==> src/rtl/mem_port_arbiter_pkg.sv <==
// mem_port_arbiter_pkg: shared encodings for the
// unified memory port arbiter.
package mem_port_arbiter_pkg;
  typedef enum logic [1:0] {
    S_IDLE  = 2'd0,
    S_ISSUE = 2'd1,
    S_WAIT  = 2'd2,
    S_RESP  = 2'd3
  } arb_state_t;

  localparam logic OWN_CORE = 1'b0;
  localparam logic OWN_DMA  = 1'b1;
  localparam int   CNT_W    = 4;

  function automatic logic [CNT_W-1:0] lat_load(
    int lat
  );
    return CNT_W'(lat - 1);
  endfunction
endpackage

==> src/rtl/rr_arbiter_2.sv <==
// rr_arbiter_2: two-way round-robin pick; on a tie
// the requester that was not served last wins.
module rr_arbiter_2
  import mem_port_arbiter_pkg::*;
(
  input  logic req0,
  input  logic req1,
  input  logic last,
  output logic gnt_valid,
  output logic gnt
);
  assign gnt_valid = req0 | req1;
  assign gnt = (req0 & req1) ? ~last
             : (req1 ? OWN_DMA : OWN_CORE);
endmodule

==> src/rtl/mem_port_arbiter.sv <==
// mem_port_arbiter: shares the single-port memory
// between core and DMA, one fixed-latency access at a time.
module mem_port_arbiter
  import mem_port_arbiter_pkg::*;
#(
  parameter int ADDR_W  = 32,
  parameter int DATA_W  = 32,
  parameter int MEM_LAT = 2
) (
  input  logic              clk,
  input  logic              reset,
  input  logic              core_req,
  input  logic              core_we,
  input  logic [ADDR_W-1:0] core_addr,
  input  logic [DATA_W-1:0] core_wdata,
  output logic [DATA_W-1:0] core_rdata,
  output logic              core_ack,
  input  logic              dma_req,
  input  logic              dma_we,
  input  logic [ADDR_W-1:0] dma_addr,
  input  logic [DATA_W-1:0] dma_wdata,
  output logic [DATA_W-1:0] dma_rdata,
  output logic              dma_ack,
  output logic              mem_en,
  output logic              mem_we,
  output logic [ADDR_W-1:0] mem_addr,
  output logic [DATA_W-1:0] mem_wdata,
  input  logic [DATA_W-1:0] mem_rdata,
  output logic              owner
);
  localparam logic [CNT_W-1:0] LAT_LD =
    lat_load(MEM_LAT);

  arb_state_t        state;
  arb_state_t        state_nxt;
  logic [CNT_W-1:0]  cnt;
  logic              gnt_valid;
  logic              gnt;
  logic              owner_q;
  logic              we_q;
  logic [ADDR_W-1:0] addr_q;
  logic [DATA_W-1:0] wdata_q;
  logic              grant;

  rr_arbiter_2 u_rr (
    .req0      (core_req),
    .req1      (dma_req),
    .last      (owner_q),
    .gnt_valid (gnt_valid),
    .gnt       (gnt)
  );

  assign grant = (state == S_IDLE) & gnt_valid;

  always_ff @(posedge clk or posedge reset) begin
    if (reset) state <= S_IDLE;
    else       state <= state_nxt;
  end

  always_comb begin
    state_nxt = state;
    unique case (state)
      S_IDLE:  if (gnt_valid) state_nxt = S_ISSUE;
      S_ISSUE: state_nxt = (MEM_LAT == 1) ? S_RESP
                                          : S_WAIT;
      S_WAIT:  if (cnt == CNT_W'(1))
                 state_nxt = S_RESP;
      S_RESP:  state_nxt = S_IDLE;
      default: state_nxt = S_IDLE;
    endcase
  end

  // counter reaches zero on the edge into RESP
  always_ff @(posedge clk or posedge reset) begin
    if (reset)
      cnt <= '0;
    else if (state == S_ISSUE)
      cnt <= LAT_LD;
    else if (state == S_WAIT)
      cnt <= cnt - CNT_W'(1);
  end

  always_ff @(posedge clk or posedge reset) begin
    if (reset) begin
      owner_q <= OWN_DMA;
      we_q    <= 1'b0;
      addr_q  <= '0;
      wdata_q <= '0;
    end else if (grant) begin
      owner_q <= gnt;
      we_q    <= gnt ? dma_we    : core_we;
      addr_q  <= gnt ? dma_addr  : core_addr;
      wdata_q <= gnt ? dma_wdata : core_wdata;
    end
  end

  always_comb begin
    mem_en     = 1'b0;
    core_ack   = 1'b0;
    dma_ack    = 1'b0;
    core_rdata = '0;
    dma_rdata  = '0;
    unique case (state)
      S_ISSUE: mem_en = 1'b1;
      S_RESP: begin
        if (owner_q == OWN_DMA) begin
          dma_ack   = 1'b1;
          dma_rdata = mem_rdata;
        end else begin
          core_ack   = 1'b1;
          core_rdata = mem_rdata;
        end
      end
      default: ;
    endcase
  end

  assign mem_we    = mem_en & we_q;
  assign mem_addr  = addr_q;
  assign mem_wdata = wdata_q;
  assign owner     = owner_q;
endmodule

==> config.mk <==
export PLATFORM = sky130hd
export DESIGN_NAME = mem_port_arbiter
export DESIGN_NICKNAME = d
export VERILOG_FILES = /design/src/rtl/mem_port_arbiter_pkg.sv /design/src/rtl/rr_arbiter_2.sv /design/src/rtl/mem_port_arbiter.sv
export SDC_FILE = /design/constraint.sdc
export NUM_CORES = 1
export LEC_CHECK = 0
export BUFFER_PORTS_ARGS = -buffer_cell sky130_fd_sc_hd__buf_4
export CAP_MARGIN = 5
export CELL_PAD_IN_SITES_DETAIL_PLACEMENT = 0
export CELL_PAD_IN_SITES_GLOBAL_PLACEMENT = 1
export CORE_MARGIN = 8
export CORE_UTILIZATION = 24
export DETAILED_ROUTE_END_ITERATION = 8
export PLACE_DENSITY_LB_ADDON = 0.1
export SYNTH_ARGS = -nofsm -noshare
export SYNTH_HDL_FRONTEND = slang
export SYNTH_SLANG_ARGS = --single-unit
==> constraint.sdc <==
create_clock -name clk -period 2.4 [get_ports clk]
set_input_delay 0.48 -clock clk [delete_from_list [all_inputs] [get_ports clk]]
set_output_delay 0.48 -clock clk [all_outputs]
set_load 0.01 [all_outputs]
==> results by group <==
Outcome
  • Run status: complete, no violations

Clocking
  • Hold_buf cts: 0
  • Post-CTS Setup Bufs: 0
  • Post-cts gate resize count: 0
  • H-tree levels: 3
  • Later-pin clock latency in the skew report: 330 ps
  • Clock Tree Buf Depth: 2
  • Cts bufs inserted: 9
  • Clk root buf: clkbuf_16
  • # clock sinks: 72
  • Clock transition at the registers of the reported paths: 60 ps
  • CTS tree: done

Route
  • Drt wl/cell: 16.8 um
  • Drt via density: 4.45
  • # DRC: 0
  • Post-Route WL: 16.4 mm
  • Drt pass-1 iters: 5
  • Antenna viol nets, final: 0
  • Iter 0 DRT Violations: 207
  • DR vias: 4336

Synth
  • Post-Syn Area: 3840 um^2
  • Synth area leaders: dfrtp_1, nand2_1, a31oi_1
  • Number of synthesized register bits: 72
  • Post-synthesis instance total: 474
  • Primary FF master, synth: dfrtp_1
  • EDFF count, synth: 0
  • Commonest cells post-synth: nand2_1, dfrtp_1, nor2_1
  • Ys async rst share: 100%
  • Warnings, synthesis: 0
  • Synth area leader: dfrtp_1
  • Syn Area/Cell: 8.10 um^2
  • Register area share after synthesis: 46.9%
  • Most frequent cell after synthesis: nand2_1
  • Mapped Nets: 647
  • Yosys top cell area share: 46.3%
  • Synth unique cells: 26

Timing
  • Setup TNS: 0 ps
  • Period utilization: 92.8%
  • Fmax: 449 MHz
  • Final hold vios: 0
  • Fin crit period: 2230 ps
  • Max Slew Vio Count: 0
  • Setup violations, final: 0
  • Unrepaired setup endpoints after global routing: no
  • Worst Tran Pin Value: 885 ps
  • Hold_ws: 253 ps
  • Rel. slew slack: 40.9%
  • Clock skew: 6.87 ps

Placed design
  • Port Buf Inserts: 298
  • Placed cell areas: 6250 um^2
  • Detailed placement HPWL: 12.7 mm
  • Placed insts: 959
  • Placer Congestion: 0.809

GRT
  • Pin count of the biggest net entering global routing: 71
  • GRT Total Usage: 15.7%
  • Initial antenna violation count: 0
  • Gr ovfl total: 0
  • Vias in the first global route: 4329
  • First-pass GRT wire length: 24.9 mm

Floorplanning
  • DIE WIDTH: 143 um
  • Cell row count: 46
  • Die ar.: 20300 um^2
  • Die height: 143 um
  • Core area: 15800 um^2
  • IO Count: 299
  • Initial Utilization: 24.4%

Critical path
  • Crit path kind: reg2out
  • Element type at the critical path end: output port
  • Critical Path Start: owner$_DFFE_PP1P_
  • Worst-path cell chain: nor2b_1 -> buf_4 -> and2_1 -> buf_4
  • WP data arrival: 1750 ps
  • Slowest cell on crit path: dfstp_2
  • Worst Path Max Fanout: 33
  • Worst setup SP type: flip-flop
  • CP bufs+invs: 2
  • Largest delay share family, worst path: flip-flops
  • CP peak stage delay: 760 ps
  • Top cell by count, worst path: buf_4
  • Worst path required time: 1920 ps
  • Crit Reg-Reg Startpoint: owner$_DFFE_PP1P_

Hold path
  • Hold Path Class: in2async

Pwr
  • Leakage: 3.38 nW
  • Peak VDD IR: 0.574 mV
  • Pwr dens: 1140 nW/um^2

Cells and area
  • Non-Filler Instances: 974
  • Fraction of layout cells with a size suffix above 1: 43.3%
  • Ant. Diodes: 0
  • Multi-input logic area: 1820 um^2
  • Reg area: 1800 um^2
  • Nets: 927
  • Post-route cell area: 6550 um^2
  • FILL cells: 1655
  • Area growth from synthesis to layout: 70.5%

Run
  • Max_cap viols: 0
[state kept, by name, summed over array words and instances (netlist names)]
name and flops:
we_q 1, mem_addr 32, mem_wdata 32, state 2, owner 1, cnt 4
[where the power goes]
| part | leakage [nW] | switching [mW] | internal [mW] |
|---|---|---|---|
| logic | 2.43 | 1.97 | 1.88 |
| registers | 0.806 | 0.400 | 1.85 |
| clock network | 0.145 | 0.522 | 0.827 |
[per-stage QoR]
| step | total power, mW | utilization [%] | setup slack, ps |
|---|---|---|---|
| detailed placement | 6.23 | 39.7 | 355 |
| floorplan | 4.26 | - | 96.7 |
| global placement | 6.15 | 39.7 | 417 |
| global route | 8.10 | 41.5 | 55.1 |
| finish | 7.45 | 41.5 | 172 |
| CTS | 7.62 | 41.5 | 141 |
[worst paths after layout]
check / endpoint / slack (ps) / cells past startpoint
setup / recovery: core_rdata[12] / 170 / 4
hold / removal: mem_wdata[10]$_DFFE_PP0P_ / 250 / 2
setup reg to reg: mem_addr[18]$_DFFE_PP0P_ / 440 / 5
hold reg to reg: cnt[2]$_DFFE_PP0P_ / 530 / 1
max in group asynchronous: mem_wdata[24]$_DFFE_PP0P_ / 1470 / 3
min in group clk: owner$_DFFE_PP1P_ / 370 / 2
[cell usage in the layout, fill, tap and decap left out]
cell	n
a31oi_1	66
nor3b_1	1
nor2b_1	3
ha_1	7
or3b_1	1
nor2_1	67
clkinv_2	2
clkbuf_8	1
mux2_2	1
o22ai_1	1
and2_1	34
inv_2	1
a21boi_4	1
a21oi_1	3
and3_1	32
o21ai_0	3
dfrtp_1	71
mux2i_1	1
inv_6	1
o32a_1	1
nor3_1	1
nand2_1	133
bufinv_16	1
o21a_4	1
a21bo_2	1
inv_1	5
buf_12	3
buf_4	304
clkbuf_16	9
dfstp_2	1
clkinvlp_4	1
[kinds of logic (layout without fill, tap and decap cells)]
family                     count (synthesis)  after routing  synth area share [%]
AOI/OAI and AO/OA                         77             77                  12.7
muxes                                      2              2                 0.554
and+or+nand+nor                          272            272                  31.3
buffers and inverters                     44            328                  6.19
DFF                                       72             72                  46.9
adders and majority gates                  7              7                  2.28
[final cells by class]
cell class | count | share of cell area, %
Clock buffer | 10 | 3.65
Clock inverter | 5 | 0.860
Inverter | 6 | 0.344
Multi-Input combinational cell | 358 | 27.7
Sequential cell | 72 | 27.5
Tap cell | 216 | 4.13
Timing Repair Buffer | 307 | 35.8
[worst register-to-register path: cells and delay by family, from the launching register on]
family                 cells  cell delay [ps]
buffers and inverters      2              640
AO/OA/AOI/OAI              2              350
AND/OR/NAND/NOR            1              140
flip-flops                 1              760
[metal layers]
metal	share of wire, %	global-route usage, %	wire length [um]	vias up
li1	-	-	-	2134
met1	40	18.3	6610	1984
met2	48	26.1	7810	201
met3	11	6.24	1740	17
met4	1.4	4.64	224	0
met5	0	0	0	-
(Power assumes the default switching activity.)
